### config.mk
export PLATFORM = sky130hd
export DESIGN_NAME = updown_counter_n_flat
export DESIGN_NICKNAME = d
export VERILOG_FILES = /design/src/rtl/counter_pkg.sv /design/src/rtl/updown_counter_n_if.sv /design/src/rtl/counter_prescaler.sv /design/src/rtl/updown_counter_n.sv /design/src/flat_wrapper.sv
export SDC_FILE = /design/constraint.sdc
export NUM_CORES = 1
export LEC_CHECK = 0
export ABC_CLOCK_PERIOD_IN_PS = 2200
export BUFFER_PORTS_ARGS = -buffer_cell sky130_fd_sc_hd__buf_2
export CAP_MARGIN = 20
export CORE_MARGIN = 4
export CORE_UTILIZATION = 45
export CTS_BUF_LIST = sky130_fd_sc_hd__clkbuf_16
export DETAILED_ROUTE_END_ITERATION = 16
export PLACE_DENSITY = 0.69
export SETUP_SLACK_MARGIN = 0.15
export SLEW_MARGIN = 20
export SYNTH_ARGS = -nofsm -noshare
export SYNTH_HDL_FRONTEND = slang
export SYNTH_SLANG_ARGS = --single-unit
### constraint.sdc
create_clock -name CLK -period 2.2 [get_ports CLK]
set_input_delay 0.11 -clock CLK [delete_from_list [all_inputs] [get_ports CLK]]
set_output_delay 0.11 -clock CLK [all_outputs]
set_load 0.005 [all_outputs]
### src/rtl/counter_pkg.sv
// Shared types for the up/down counter: count modes and the one-shot FSM state.
package counter_pkg;

    typedef enum logic [1:0] {
        MODE_WRAP    = 2'd0,
        MODE_SAT     = 2'd1,
        MODE_ONESHOT = 2'd2
    } mode_t;

    typedef enum logic {
        ST_RUN  = 1'b0,
        ST_DONE = 1'b1
    } state_t;

endpackage

### src/rtl/updown_counter_n_if.sv
// Counter interface: control inputs and status outputs of updown_counter_n.
// With CNT_COMPARE_EN defined, the interface also carries cmp_val / cmp_match.
interface updown_counter_n_if #(
    parameter int WIDTH   = 4,
    parameter int PRESC_W = 4
);
    import counter_pkg::*;

    logic               en;
    logic               chnge;
    mode_t              mode;
    logic [PRESC_W-1:0] presc;
    logic               load_en;
    logic [WIDTH-1:0]   load;
    logic [WIDTH-1:0]   count;
    logic               tc;
    logic               done;
`ifdef CNT_COMPARE_EN
    logic [WIDTH-1:0]   cmp_val;
    logic               cmp_match;

    modport master (
        output en, chnge, mode, presc, load_en, load, cmp_val,
        input  count, tc, done, cmp_match
    );

    modport slave (
        input  en, chnge, mode, presc, load_en, load, cmp_val,
        output count, tc, done, cmp_match
    );
`else
    modport master (
        output en, chnge, mode, presc, load_en, load,
        input  count, tc, done
    );

    modport slave (
        input  en, chnge, mode, presc, load_en, load,
        output count, tc, done
    );
`endif

endinterface

### src/rtl/counter_prescaler.sv
// Prescaler for the up/down counter: produces a tick every presc+1 enabled cycles.
// The count freezes while en is low; clr restarts the period.
module counter_prescaler #(
    parameter int PRESC_W = 4
) (
    input  logic               CLK,
    input  logic               reset,
    input  logic               en,
    input  logic               clr,
    input  logic [PRESC_W-1:0] presc,
    output logic               tick
);

    logic [PRESC_W-1:0] presc_cnt;
    logic               hit;

    // A lowered divisor that leaves presc_cnt above presc ends the period
    // at once instead of running the counter all the way round.
    assign hit  = (presc_cnt >= presc);
    assign tick = en && !clr && hit;

    // Count enabled cycles, restarting after each tick or on clear.
    always_ff @(posedge CLK) begin
        if (reset) begin
            presc_cnt <= '0;
        end else if (clr) begin
            presc_cnt <= '0;
        end else if (en) begin
            if (hit) begin
                presc_cnt <= '0;
            end else begin
                presc_cnt <= presc_cnt + 1'b1;
            end
        end
    end

endmodule

### src/rtl/updown_counter_n.sv
// Parametrised up/down counter with prescaler, parallel load, terminal-count
// pulse and wrap / saturate / one-shot modes.
// Optional feature macro: CNT_COMPARE_EN (adds cmp_val / cmp_match).
//
// state   | meaning
// ST_RUN  | counting on prescaler ticks
// ST_DONE | one-shot finished, ticks ignored until load or reset
module updown_counter_n
    import counter_pkg::*;
#(
    parameter int WIDTH   = 4,
    parameter int MAX_VAL = 2**WIDTH - 1,
    parameter int PRESC_W = 4
) (
    input  logic              CLK,
    input  logic              reset,
    updown_counter_n_if.slave bus
);

    localparam logic [WIDTH-1:0] MAX_V = WIDTH'(MAX_VAL);

    logic [WIDTH-1:0] count_q;
    logic             tc_q;
    state_t           state;
    logic             tick;

    logic [WIDTH-1:0] term_val;
    logic [WIDTH-1:0] stepped;
    logic [WIDTH-1:0] wrap_val;
    logic [WIDTH-1:0] load_val;
    logic             at_term;

    counter_prescaler #(
        .PRESC_W (PRESC_W)
    ) u_presc (
        .CLK   (CLK),
        .reset (reset),
        .en    (bus.en),
        .clr   (bus.load_en),
        .presc (bus.presc),
        .tick  (tick)
    );

    // Next-value candidates for the current direction.
    always_comb begin
        term_val = bus.chnge ? MAX_V : '0;
        at_term  = (count_q == term_val);
        stepped  = bus.chnge ? (count_q + 1'b1) : (count_q - 1'b1);
        wrap_val = bus.chnge ? '0 : MAX_V;
        load_val = (bus.load > MAX_V) ? MAX_V : bus.load;
    end

    // Count, terminal-count pulse and one-shot FSM; reset > load > step.
    always_ff @(posedge CLK) begin
        if (reset) begin
            count_q <= '0;
            tc_q    <= 1'b0;
            state   <= ST_RUN;
        end else if (bus.load_en) begin
            count_q <= load_val;
            tc_q    <= 1'b0;
            state   <= ST_RUN;
        end else begin
            tc_q <= 1'b0;
            if (tick && state == ST_RUN) begin
                if (!at_term) begin
                    count_q <= stepped;
                    if (stepped == term_val) begin
                        tc_q <= 1'b1;
                        if (bus.mode == MODE_ONESHOT) begin
                            state <= ST_DONE;
                        end
                    end
                end else begin
                    // Already sitting on the terminal value: no new tc pulse.
                    case (bus.mode)
                        MODE_WRAP:    count_q <= wrap_val;
                        MODE_ONESHOT: state   <= ST_DONE;
                        default:      count_q <= count_q;
                    endcase
                end
            end
        end
    end

    assign bus.count = count_q;
    assign bus.tc    = tc_q;
    assign bus.done  = (state == ST_DONE);

`ifdef CNT_COMPARE_EN
    logic cmp_match_q;

    // Registered equality against the compare value.
    always_ff @(posedge CLK) begin
        if (reset) begin
            cmp_match_q <= 1'b0;
        end else begin
            cmp_match_q <= (count_q == bus.cmp_val);
        end
    end

    assign bus.cmp_match = cmp_match_q;
`endif

endmodule

### src/flat_wrapper.sv
// flat-port wrapper written by rule: the top's interface ports become plain ports
module updown_counter_n_flat import counter_pkg::*;
#(
    parameter int WIDTH   = 4,
    parameter int MAX_VAL = 2**WIDTH - 1,
    parameter int PRESC_W = 4
)
  (CLK, reset, bus_en, bus_chnge, bus_mode, bus_presc, bus_load_en, bus_load, bus_count, bus_tc, bus_done);
  updown_counter_n_if #(.WIDTH(WIDTH), .PRESC_W(PRESC_W)) bus_i ();
  input  logic CLK;
  input  logic reset;
  input wire logic [$bits(bus_i.en)-1:0] bus_en;
  input wire logic [$bits(bus_i.chnge)-1:0] bus_chnge;
  input wire logic [$bits(bus_i.mode)-1:0] bus_mode;
  input wire logic [$bits(bus_i.presc)-1:0] bus_presc;
  input wire logic [$bits(bus_i.load_en)-1:0] bus_load_en;
  input wire logic [$bits(bus_i.load)-1:0] bus_load;
  output wire logic [$bits(bus_i.count)-1:0] bus_count;
  output wire logic [$bits(bus_i.tc)-1:0] bus_tc;
  output wire logic [$bits(bus_i.done)-1:0] bus_done;
  assign bus_i.en = bus_en;
  assign bus_i.chnge = bus_chnge;
  assign bus_i.mode = bus_mode;
  assign bus_i.presc = bus_presc;
  assign bus_i.load_en = bus_load_en;
  assign bus_i.load = bus_load;
  assign bus_count = bus_i.count;
  assign bus_tc = bus_i.tc;
  assign bus_done = bus_i.done;
  updown_counter_n #(.WIDTH(WIDTH), .MAX_VAL(MAX_VAL), .PRESC_W(PRESC_W)) u_core (.CLK(CLK), .reset(reset), .bus(bus_i));
endmodule
# Word-level counts from Yosys, hierarchy flattened
# Cells that the tools add are included.
[totals] ff_bits=10 inputBits=15 elab_cells=39
[classes] addsub=3 n_lt_le_gt_ge=2 eq_ne=4 n_mux=13 bitwise_logic=2 n_reduce_logical=11
[ops] operator="$mux 4" count=9
[ops] operator="$add 4x1->4 const B" count=2
[ops] operator="$eq 4x4->1" count=2
[ops] operator="$ge 4x4->1" count=1
[ops] operator="$gt 4x4->1 const B" count=1
[ops] operator="$mux 1" count=4
[ops] operator="$reduce_and 2->1" count=2
[ops] operator="$reduce_bool 2->1" count=2
[ops] operator="$reduce_or 4->1" count=1
[ops] operator="$sub 4x1->4 const B" count=1
[ops] operator="$logic_and 1x1->1" count=3
[ops] operator="$ne 3x3->1 const B" count=1
[ops] operator="$eq 2x2->1 const B" count=1
[ops] operator="$logic_not 2->1" count=1
[ops] operator="$not 1->1" count=2
[ops] operator="$reduce_or 2->1" count=1
[ops] operator="$logic_not 1->1" count=1

# Depth between registers and ports, before layout
# Gate-level depths: netlist (run 1).
[depth] word_depth=6 ltp_mapped=9

# Hierarchy
# A second synthesis (run 1) with hierarchy kept.
[unflattened] cells_unflattened=101 hier_area_um2=892.1
[by_module_without_submodules] mod="updown_counter_n" instances=1 cells_per_inst=65 area_each_um2=563.0 seq_area_each_um2=120.1
[by_module_without_submodules] mod="counter_prescaler" instances=1 cells_per_inst=36 area_each_um2=329.1 seq_area_each_um2=80.1

# Worst setup path after synthesis (run 1)
# Ideal clock, no wire load.
[synth_path] kind="reg-to-reg" start="reg u_core.count_q[0], in the netlist u_core.bus.count[0]" end="reg u_core.count_q[2], in the netlist u_core.bus.count[2]" setup_time_ns=0.103 arrival_ns=1.893 t_required_ns=2.097 slack_ns=0.204 stages_incl_launch_ff=9 n_path_buf=1 path_cell_list="dfxtp_1 buf_2 inv_1 fa_1 nor4b_1 a21oi_1 o221ai_1 nor3_1 a2111oi_2"
[synth_via] elab_chain_cells=5 elab_cells_between_ends=9 cone_classes="2 x add/sub; 2 x eq/ne; 4 x mux; 1 x reduce/logical"
[synth_lines] item="start: declaration" line="updown_counter_n.sv:22" text="logic [WIDTH-1:0] count_q;"
[synth_lines] item="start signal: assignment" line="updown_counter_n.sv:60" text="count_q <= load_val;"
[synth_lines] item="start signal: assignment" line="updown_counter_n.sv:67" text="count_q <= stepped;"
[synth_lines] item="start signal: assignment" line="updown_counter_n.sv:77" text="MODE_WRAP: count_q <= wrap_val;"
[synth_lines] item="$sub 4x1->4 / $add 4x1->4 (equally long branches)" line="updown_counter_n.sv:48" text="stepped = bus.chnge ? (count_q + 1'b1) : (count_q - 1'b1);"
[synth_lines] item="$mux 4" line="updown_counter_n.sv:48"
[synth_lines] item="$mux 4" line="updown_counter_n.sv:66" text="if (!at_term) begin"
[synth_lines] item="$mux 4" line="updown_counter_n.sv:65" text="if (tick && state == ST_RUN) begin"
[synth_lines] item="$mux 4" line="updown_counter_n.sv:59" text="end else if (bus.load_en) begin"
# Several ways; a longest one is shown, not always the timed one. The select of a mux whose other input is x is not followed.
# A chain may end at the register's enable or synchronous reset.

# Worst setup path after layout (run 1)
[layout_path] start="reg u_core.u_presc.presc_cnt[0]" end="reg u_core.count_q[1], in the netlist u_core.bus.count[1]"
[layout_via] elab_chain_cells=5
[layout_lines] item="start: declaration" line="counter_prescaler.sv:14" text="logic [PRESC_W-1:0] presc_cnt;"
[layout_lines] item="start signal: assignment" line="counter_prescaler.sv:32" text="presc_cnt <= presc_cnt + 1'b1;"
[layout_lines] item="$ge 4x4->1" line="counter_prescaler.sv:19" text="assign hit = (presc_cnt >= presc);"
[layout_lines] item="$logic_and 1x1->1" line="counter_prescaler.sv:20" text="assign tick = en && !clr && hit;"
[layout_lines] item="$logic_and 1x1->1" line="updown_counter_n.sv:65"
[layout_lines] item="$reduce_bool 2->1 (no source line)"
[layout_lines] item="$reduce_and 2->1 (no source line)"
[layout_lines] item="end signal: assignment" line="updown_counter_n.sv:67"
[layout_lines] item="end signal: assignment" line="updown_counter_n.sv:77"
[layout_lines] item="end signal: assignment" line="updown_counter_n.sv:79" text="default: count_q <= count_q;"
# Every way passes these cells.

==> metrics.md, run 1 <==
| Metric | Value |
|---|---|
| Status | `finished clean` |
| Final Core Density | `60.7%` |
| YS warnings | `0` |
| Initial antenna violation count | `0` |
| I/O pin cnt | `21` |
| Slew at the pin with the worst max-slew slack | `0.357 ns` |
| Busiest grt layer | `met2` |
| Mapped Area | `863 µm²` |
| Standard-cell rows | `15` |
| Required time worst endpoint | `2.33 ns` |
| Placer Congestion | `0.749` |
| CTS buffer count | `3` |
| WHS Path Cells | `2` |
| CTS max path bufs | `2` |
| Global-route wire length before repair | `~3300 µm` |
| RSZ-0062 raised after global routing | `false` |
| Ranking of synthesized cells by area | `dfxtp_1, ha_1, nand3_1` |
| PwrDens | `631 mW/mm²` |
| Final hold vios | `0` |
| Critical Path End Type | `flip-flop` |
| Synth Flop Type | `dfxtp_1` |
| P_leak | `~0.47 nW` |
| Avg Inst Size Synth | `7.99 µm²` |
| Die W | `a little over 50 µm` |
| Post-synthesis cell count | `about 110` |
| Worst VDD drop | `0.546 mV` |
| Final period util | `87.2%` |
| Critical path fanouts, max | `5` |
| Vias in the first global route | `785` |
| Fin crit period | `1.92 ns` |
| Register clock-pin slew on the reported worst setup and hold paths | `about 0.040 ns` |
| Final net count | `154` |
| Grt ovf | `0` |
| ANT nets after route | `0` |
| DRC violations left | `0` |
| HP Class | `input pin to flip-flop` |
| # clock sinks | `10` |
| Layout Skew | `0.000799 ns` |
| # fillers | `187` |
| Reg-to-Reg End | `u_core.bus.count[1]` |
| P&R area growth vs syn | `24.1%` |
| Startpoint of the worst hold path | `reset` |
| Final instance area | `0.00107 mm²` |
| Largest net degree at the start of global routing | `13` |
| Arrival time at the worst endpoint | `around 2.1 ns` |
| Share of post-route cells with drive strength above 1 | `between 20% and 30%` |
| Maximum capacitance violations | `0` |
| Hold_buf cts | `0` |
| Antenna Cells | `0` |
| Worst hold slack | `0.127 ns` |
| Final Routed Wirelength | `1950 µm` |
| Placed cell areas | `976 µm²` |
| CTS HTree Levels | `1` |
| Initial Utilization | `48.9%` |
| FF+latch count, synth | `10` |
| Max-slew violations | `0` |
| GR Util met1 | `17.3%` |
| Yosys cell types | `41` |
| Clk root buf | `clkbuf_16` |
| Total Power | `around 0.68 mW` |
| Post-synthesis sequential area ratio | `between 20% and 30%` |
| Asr flop ratio synth | `0%` |
| Most frequent cells in the layout | `buf_2, nor2_1, inv_1, dfxtp_1, nand3_1` |
| Reg-to-Reg Start | `u_core.u_presc.presc_cnt[0]` |
| Number of synthesized flops with an enable pin | `0` |
| Critical path class | `flip-flop to flip-flop` |
| Core area | `0.00176 mm²` |
| DP Wirelength | `1600 µm` |
| Die area | `0.00268 mm²` |
| Synth area leader | `dfxtp_1` |
| Vias per inst | `5.65` |
| CTS tree | `done` |
| Fmax | `~520 MHz` |
| First-pass DRT Iterations | `4` |
| Slew HR | `76.2%` |
| Worst-skew pair later-pin latency | `0.24 ns` |
| Total GRT Usage | `around 17%` |
| DR WL/cell | `12.6 µm` |
| Synthesized Nets | `131` |
| Commonest non-fill, non-tap cell in the layout | `buf_2` |
| Critical path launch point type | `flip-flop` |
| Share of the synthesized area in the top cell type | `23.2%` |
| Via count | `875` |
| Final TNS setup | `0 ns` |
| Met2 GRT Util | `30.3%` |
| Initial DRC count | `8` |
| Met3 Usage GRT | `3.44%` |
| Setup violators final | `0` |
| DIE HEIGHT | `a little over 50 µm` |
| Min-Delay Endpoint | `u_core.bus.count[2]` |
| FF-to-FF path depth | `7` |
| Input/output buffers | `20` |
| R2r setup slk | `0.28 ns` |
## registers in the layout (all words and copies together), names as in the netlist
register	cells
u_core.bus.tc	1
u_core.u_presc.presc_cnt	4
u_core.bus.done	1
u_core.bus.count	4
## critical path, cell delays in order (launching register included)
cell and delay (ns):
dfxtp_1 0.38, inv_1 0.06, ha_1 0.26, nand2b_1 0.14
a2111o_1 0.44, nand4_2 0.17, nor3_1 0.09, a2111oi_2 0.28
## metrics by stage
stage / worst slack, ns / std cells
CTS: 0.222 / 154
floorplan: 0.204 / 108
global route: 0.151 / 155
detailed placement: 0.237 / 150
global placement: 0.310 / 150
finish: 0.281 / 155
## cells in the mapped netlist, drive strengths merged, types with 2 or more instances
library cell,n
nor2b,2
o21ai,5
a41o,2
nand2,6
xnor2,2
ha,7
nor3,2
buf,4
inv,10
nand3,9
a31oi,2
a21oi,8
dfxtp,10
nor4,2
o221ai,2
nand2b,2
a2111oi,2
a21boi,2
nor2,11
## logic make-up (layout without fill, tap and decap cells)
| group | count (synthesis) | in the layout | share of synthesized area [%] |
|---|---|---|---|
| compound gates | 30 | 30 | 26.4 |
| xor+xnor | 3 | 3 | 3.04 |
| fa+ha+maj | 8 | 8 | 12.5 |
| buf+inv | 14 | 36 | 7.39 |
| flops | 10 | 10 | 23.2 |
| mux | 1 | 1 | 1.16 |
| simple gates | 42 | 42 | 26.4 |
## where the power goes
part	internal (mW)	total, mW	switching [mW]
Sequential	0.189	0.197	0.00805
Combinational	0.0708	0.154	0.0828
Clock	0.238	0.326	0.0872
Total	0.498	0.676	0.178
## routing by layer
layer,vias up,part of all wire (%)
met3,5,1.9
met1,419,41
met5,-,0
met2,7,55
li1,444,-
met4,0,2.4
## repair_timing
action,in CTS,in global routing
hold endpoints to repair,0,0
resized for setup,0,2
setup buffers,0,1
endpoints found under the setup margin,0,4
## final cells by class
class | count | area (µm²) | share of cell area (%)
Multi-Input combinational cell | 84 | 608 | 56.8
Sequential cell | 10 | 200 | 18.7
Timing Repair Buffer | 22 | 115 | 10.7
Clock buffer | 3 | 75.1 | 7.01
Inverter | 10 | 37.5 | 3.50
Tap cell | 25 | 31.3 | 2.92
Clock inverter | 1 | 3.75 | 0.350
## worst max-delay path by stage
stage,from,end,slack [ns],depth (start not counted)
2_1_floorplan,u_core.bus.count[0],u_core.bus.count[2],0.20,8
3_3_place_gp,u_core.u_presc.presc_cnt[0],u_core.bus.count[2],0.31,7
3_5_place_dp,u_core.u_presc.presc_cnt[0],u_core.bus.count[1],0.24,7
4_1_cts,u_core.u_presc.presc_cnt[0],u_core.bus.count[1],0.22,7
5_1_grt,u_core.u_presc.presc_cnt[0],u_core.bus.count[1],0.15,7
6_report,u_core.u_presc.presc_cnt[0],u_core.bus.count[1],0.28,7
No activity file was read; power rests on OpenSTA's default activity.
==> inputs of run 2 (changes only) <==
Settings changed: CORE_UTILIZATION 45 to 52, PLACE_DENSITY 0.69 to 0.78.
==> metrics.md, run 2 (synthesized netlist as in run 1, its figures left out) <==
| Metric | Value |
|---|---|
| Status | `finished clean (unchanged)` |
| Total Power | `0.672 mW (was 0.676 mW)` |
| Fmax | `513 MHz (was 521 MHz)` |
| Placer Congestion | `0.784 (was 0.749)` |
| I/O pin cnt | `21 (unchanged)` |
| R2r setup slk | `0.25 ns (was 0.28 ns)` |
| CTS HTree Levels | `1 (unchanged)` |
| Via count | `871 (was 875)` |
| P_leak | `0.463 nW (was 0.472 nW)` |
| PwrDens | `633 mW/mm² (was 631 mW/mm²)` |
| Critical path launch point type | `flip-flop (unchanged)` |
| Vias in the first global route | `796 (was 785)` |
| DIE HEIGHT | `48.7 µm (was 51.8 µm)` |
| Antenna Cells | `0 (unchanged)` |
| ANT nets after route | `0 (unchanged)` |
| Initial DRC count | `13 (was 8)` |
| RSZ-0062 raised after global routing | `false (unchanged)` |
| # clock sinks | `10 (unchanged)` |
| Critical path fanouts, max | `6 (was 5)` |
| # fillers | `129 (was 187)` |
| Final TNS setup | `0 ns (unchanged)` |
| CTS tree | `done (unchanged)` |
| WHS Path Cells | `2 (unchanged)` |
| Worst-skew pair later-pin latency | `0.23 ns (was 0.24 ns)` |
| Worst VDD drop | `0.703 mV (was 0.546 mV)` |
| Largest net degree at the start of global routing | `13 (unchanged)` |
| Vias per inst | `6.01 (was 5.65)` |
| Fin crit period | `1.95 ns (was 1.92 ns)` |
| Max-slew violations | `0 (unchanged)` |
| Maximum capacitance violations | `0 (unchanged)` |
| Place WS | `0.226 ns (was 0.237 ns)` |
| Layout Skew | `0.000764 ns (was 0.000799 ns)` |
| Die W | `48.7 µm (was 51.8 µm)` |
| Final Routed Wirelength | `2010 µm (was 1950 µm)` |
| Required time worst endpoint | `2.33 ns (about the same)` |
| Core area | `0.00154 mm² (was 0.00176 mm²)` |
| Slew HR | `76.1% (was 76.2%)` |
| Arrival time at the worst endpoint | `2.08 ns (was 2.05 ns)` |
| DR WL/cell | `13.9 µm (was 12.6 µm)` |
| Initial Utilization | `56.0% (was 48.9%)` |
| Initial antenna violation count | `0 (unchanged)` |
| Setup violators final | `0 (unchanged)` |
| Startpoint of the worst hold path | `reset (unchanged)` |
| Most frequent cells in the layout | `buf_2, nor2_1, inv_1, dfxtp_1, nand3_1 (unchanged)` |
| Slew at the pin with the worst max-slew slack | `0.355 ns (was 0.357 ns)` |
| P&R area growth vs syn | `22.9% (was 24.1%)` |
| HP Class | `input pin to flip-flop (unchanged)` |
| Setup WS post-layout | `0.249 ns (was 0.281 ns)` |
| Register clock-pin slew on the reported worst setup and hold paths | `0.04 ns (about the same)` |
| Min-Delay Endpoint | `u_core.bus.count[2] (unchanged)` |
| Critical Path End Type | `flip-flop (unchanged)` |
| Critical path class | `flip-flop to flip-flop (unchanged)` |
| Hold_buf cts | `0 (unchanged)` |
| CTS buffer count | `3 (unchanged)` |
| DP Wirelength | `1580 µm (was 1600 µm)` |
| Reg-to-Reg Start | `u_core.u_presc.presc_cnt[0] (unchanged)` |
| Global-route wire length before repair | `3420 µm (was 3310 µm)` |
| Final net count | `153 (was 154)` |
| Total GRT Usage | `17.9% (was 16.5%)` |
| DRC violations left | `0 (unchanged)` |
| Clk root buf | `clkbuf_16 (unchanged)` |
| Final hold vios | `0 (unchanged)` |
| Die area | `0.00238 mm² (was 0.00268 mm²)` |
| Final period util | `88.7% (was 87.2%)` |
| Input/output buffers | `20 (unchanged)` |
| Standard-cell rows | `14 (was 15)` |
| Commonest non-fill, non-tap cell in the layout | `buf_2 (unchanged)` |
| First-pass DRT Iterations | `4 (unchanged)` |
| Share of post-route cells with drive strength above 1 | `25.6% (was 26.2%)` |
| Reg-to-Reg End | `u_core.bus.count[1] (unchanged)` |
| CTS max path bufs | `2 (unchanged)` |
| Grt ovf | `0 (unchanged)` |
| FF-to-FF path depth | `7 (unchanged)` |
run 2: worst max-delay path by stage:
| stage | to | cells after the start | startpoint | slack, ns |
|---|---|---|---|---|
| after floorplan | u_core.bus.count[2] | 8 | u_core.bus.count[0] | 0.20 |
| after global placement | u_core.bus.count[3] | 8 | bus_chnge | 0.31 |
| after detailed placement | u_core.bus.count[1] | 7 | u_core.u_presc.presc_cnt[0] | 0.23 |
| after CTS | u_core.bus.count[1] | 7 | u_core.u_presc.presc_cnt[0] | 0.20 |
| after global routing | u_core.bus.count[1] | 7 | u_core.u_presc.presc_cnt[0] | 0.15 |
| final | u_core.bus.count[1] | 7 | u_core.u_presc.presc_cnt[0] | 0.25 |
run 2: report_power, final:
part           internal [mW]  switching [mW]
clock network          0.238          0.0839
logic                 0.0686          0.0840
registers              0.189         0.00815
run 2: layer usage:
metal / global-route usage, % / up-vias / wire length, µm
met2: 34.3 / 9 / 1120
met4: 8.07 / 0 / 35
met5: 0 / - / 0
met3: 2.76 / 4 / 46
li1: - / 443 / -
met1: 18.5 / 415 / 805
run 2: repair_timing:
item / 4_1_cts / 5_1_grt
endpoints found under the setup margin: 0 / 5
setup buffers: 0 / 0
gates resized for setup: 0 / 3
run 2: metrics by stage:
stage	hold WS [ns]	instance area [µm²]	std cells	utilization, %
detailed placement	0.369	965	141	62.6
floorplan	0.179	863	108	-
global route	0.153	1060	145	68.8
CTS	0.134	1040	145	67.7
finish	0.142	1060	145	68.8
global placement	0.369	965	141	62.6
run 2: worst max-delay path, cell delays in order (launching register included):
cell	delay (ns)
dfxtp_1	0.39
inv_1	0.07
ha_1	0.26
nand2b_1	0.14
a2111o_1	0.47
nand4_4	0.16
nor3_1	0.08
a2111oi_2	0.28
run 2: cell type report:
class,count,area (µm²),area share [%]
Multi-Input combinational cell,84,617,58.1
Tap cell,16,20.0,1.89
Clock inverter,1,3.75,0.354
Timing Repair Buffer,21,108,10.1
Clock buffer,3,75.1,7.08
Inverter,10,37.5,3.54
Sequential cell,10,200,18.9
==> inputs of run 3 (changes only) <==
Settings changed: ABC_AREA from default to 1, CORE_UTILIZATION 52 to 51, PLACE_DENSITY 0.78 to 0.77.
==> metrics.md, run 3 <==
| Metric | Value |
|---|---|
| Critical path class | `flip-flop to flip-flop (unchanged)` |
| Yosys cell types | `24 (was 41)` |
| # clock sinks | `10 (unchanged)` |
| # fillers | `127 (was 129)` |
| Mapped Area | `831 µm² (was 863 µm²)` |
| Layout Skew | `0.00262 ns (was 0.000764 ns)` |
| Hold_buf cts | `0 (unchanged)` |
| Final period util | `85.0% (was 88.7%)` |
| Share of post-route cells with drive strength above 1 | `25.0% (was 25.6%)` |
| Post-synthesis cell count | `128 (was 108)` |
| Input/output buffers | `20 (unchanged)` |
| Worst-skew pair later-pin latency | `0.23 ns (about the same)` |
| Multi-input gate area | `554 µm² (was 617 µm²)` |
| Multiplexer area fraction after synthesis | `0% (was 1.16%)` |
| RSZ-0062 raised after global routing | `false (unchanged)` |
| Arrival time at the worst endpoint | `2.00 ns (was 2.08 ns)` |
| Critical Path End Type | `flip-flop (unchanged)` |
| DP Wirelength | `1510 µm (was 1580 µm)` |
| Die W | `48.4 µm (was 48.7 µm)` |
| Via count | `887 (was 871)` |
| Max-slew violations | `0 (unchanged)` |
| Initial Utilization | `54.5% (was 56.0%)` |
| Asr flop ratio synth | `0% (unchanged)` |
| FF+latch count, synth | `10 (unchanged)` |
| Vias per inst | `5.28 (was 6.01)` |
| Initial antenna violation count | `0 (unchanged)` |
| Slowest-stage cell, CP | `fa_1 (was a2111o_1)` |
| Commonest non-fill, non-tap cell in the layout | `nand2_1 (was buf_2)` |
| Synth area leader | `dfxtp_1 (unchanged)` |
| Uppermost routed layer | `met4 (unchanged)` |
| Setup violators final | `0 (unchanged)` |
| Final net count | `176 (was 153)` |
| ANT nets after route | `0 (unchanged)` |
| Post-synthesis sequential area ratio | `24.1% (was 23.2%)` |
| Worst VDD drop | `0.443 mV (was 0.703 mV)` |
| Ranking of synthesized cells by area | `dfxtp_1, nand2_1, ha_1 (was dfxtp_1, ha_1, nand3_1)` |
| Grt ovf | `0 (unchanged)` |
| Global-route wire length before repair | `3350 µm (was 3420 µm)` |
| Placer Congestion | `0.849 (was 0.784)` |
| Place WS | `0.429 ns (was 0.226 ns)` |
| Fmax | `535 MHz (was 513 MHz)` |
| Total Power | `0.705 mW (was 0.672 mW)` |
| Compound-cell area share of the yosys netlist | `12.0% (was 26.4%)` |
| Count leader, synth | `nand2_1 (was nor2_1)` |
| Number of synthesized flops with an enable pin | `0 (unchanged)` |
| Fin crit period | `1.87 ns (was 1.95 ns)` |
| Largest net degree at the start of global routing | `9 (was 13)` |
| Total GRT Usage | `17.4% (was 17.9%)` |
| P_leak | `0.557 nW (was 0.463 nW)` |
| Finished Layout Cells | `168 (was 145)` |
| CTS HTree Levels | `1 (unchanged)` |
| DR WL met3 | `165 µm (was 46 µm)` |
| Critical path fanouts, max | `6 (unchanged)` |
| Levels on crit path | `7 (unchanged)` |
| Status | `finished clean (unchanged)` |
| Synth Area in XOR/XNOR | `2.11% (was 3.04%)` |
| Most numerous cell on the critical path | `nand3_1` |
| Largest family of logic cells by synthesized area | `simple AND/OR/NAND/NOR gates (was compound AO/OA/AOI/OAI gates)` |
| Antenna Cells | `0 (unchanged)` |
| WHS Path Cells | `2 (unchanged)` |
| Synth Flop Type | `dfxtp_1 (unchanged)` |
| Synthesized Nets | `151 (was 131)` |
| Post-Synth Adder-Cell Area | `13.0% (was 12.5%)` |
| CTS buffer count | `3 (unchanged)` |
| Required time worst endpoint | `2.33 ns (about the same)` |
| Slew HR | `83.2% (was 76.1%)` |
| HP Class | `input pin to flip-flop (unchanged)` |
| Core area | `0.00152 mm² (was 0.00154 mm²)` |
| DRC violations left | `0 (unchanged)` |
| Final hold vios | `0 (unchanged)` |
| M1 wire length | `887 µm (was 805 µm)` |
| Standard-cell rows | `14 (unchanged)` |
| FF/Latch Area | `200 µm² (unchanged)` |
| Max incr delay on CP | `0.48 ns (was 0.47 ns)` |
| Critical path launch point type | `flip-flop (unchanged)` |
| Maximum capacitance violations | `0 (unchanged)` |
| Post-Synth Simple-Gate Area | `39.6% (was 26.4%)` |
| YS warnings | `0 (unchanged)` |
| CTS tree | `done (unchanged)` |
| P&R area growth vs syn | `23.9% (was 22.9%)` |
| First-pass DRT Iterations | `4 (unchanged)` |
| Delay-heaviest family, CP | `simple AND/OR/NAND/NOR gates (was compound AO/OA/AOI/OAI gates)` |
| Register clock-pin slew on the reported worst setup and hold paths | `0.04 ns (about the same)` |
| Worst Path Buf+Inv | `1 (unchanged)` |
| DIE HEIGHT | `48.4 µm (was 48.7 µm)` |
| Total setup buffers inserted after CTS | `0 (unchanged)` |
| Clk root buf | `clkbuf_16 (unchanged)` |
| Share of the synthesized area in the top cell type | `24.1% (was 23.2%)` |
| Die area | `0.00234 mm² (was 0.00238 mm²)` |
| CP Cell Sequence | `inv_1 > fa_1 > xnor2_1 > nand2_1 > nand3_1 > nand3_1 > nor4_1 (was inv_1 > ha_1 > nand2b_1 > a2111o_1 > nand4_4 > nor3_1 > a2111oi_2)` |
| CTS max path bufs | `2 (unchanged)` |
| Slew at the pin with the worst max-slew slack | `0.249 ns (was 0.355 ns)` |
| Most frequent cells after synthesis | `nand2_1, nand3_1, a21oi_1, inv_1, nor2_1 (was nor2_1, dfxtp_1, inv_1, nand3_1)` |
| Most frequent cells in the layout | `nand2_1, buf_2, nand3_1 (was buf_2, nor2_1, inv_1, dfxtp_1, nand3_1)` |
| R2r setup slk | `0.33 ns (was 0.25 ns)` |
| Dpl cells | `164 (was 141)` |
| Setup WS post-layout | `0.330 ns (was 0.249 ns)` |
| DR WL/cell | `11.7 µm (was 13.9 µm)` |
| Final TNS setup | `0 ns (unchanged)` |
| Vias in the first global route | `798 (was 796)` |
| Final Routed Wirelength | `1970 µm (was 2010 µm)` |
| PwrDens | `684 mW/mm² (was 633 mW/mm²)` |
| Avg Inst Size Synth | `6.49 µm² (was 7.99 µm²)` |
| FF-to-FF path depth | `7 (unchanged)` |
| DR WL met2 | `900 µm (was 1120 µm)` |
| Initial DRC count | `34 (was 13)` |
| I/O pin cnt | `21 (unchanged)` |
| Post-CTS Resized | `0 (unchanged)` |
## run 3: changes by cell type in the layout (fill, tap and decap cells not counted), sizes merged, moves of 3 or more
| cell | change |
|---|---|
| nand2 | +31 |
| nand3 | +6 |
| clkinv | +3 |
| inv | +7 |
| a21oi | +5 |
| o21ai | -3 |
## run 3: final cells by class
cell class / count / share of cell area, %
sequential: 10 / 19.4
clock buffer: 3 / 7.29
tap: 16 / 1.94
multi-input combinational: 98 / 53.8
clock inverter: 1 / 0.365
timing repair buffer: 20 / 9.72
inverter: 20 / 7.41
## run 3: cell families (layout without fill, tap and decap cells)
group,Yosys count,after routing
fa+ha+maj,8,8
flops,10,10
compound gates,16,16
xor+xnor,2,2
buf+inv,20,44
simple gates,72,72
## run 3: worst reg2reg max path, stage by stage (launching register included)
cell and delay [ns]:
dfxtp_1 0.41, inv_1 0.12, fa_1 0.48, xnor2_1 0.23, nand2_1 0.09, nand3_1 0.11
nand3_1 0.12, nor4_1 0.21
## run 3: metrics by stage
step / area (µm²) / hold WS, ns / util (%)
2_1_floorplan: 831 / 0.188 / -
3_3_place_gp: 951 / 0.317 / 62.4
3_5_place_dp: 951 / 0.309 / 62.4
4_1_cts: 1030 / 0.0694 / 67.6
5_1_grt: 1030 / 0.0779 / 67.6
6_report: 1030 / 0.0709 / 67.6
## run 3: path summary, 6_finish.rpt
path | from | to
worst max-delay path | u_core.bus.count[0] | u_core.bus.tc
worst min-delay path | reset | u_core.bus.tc
worst max register to register | u_core.bus.count[0] | u_core.bus.tc
worst min register to register | u_core.bus.done | u_core.bus.done
## run 3: metal layers
metal,global-route usage (%),vias to the layer above
met5,0,-
met1,23.0,382
met2,27.4,36
li1,-,467
met4,6.91,0
met3,3.37,2
## run 3: power breakdown
group          switching (mW)  internal [mW]
logic                   0.111         0.0699
registers             0.00966          0.191
clock network          0.0846          0.238
total                   0.206          0.499
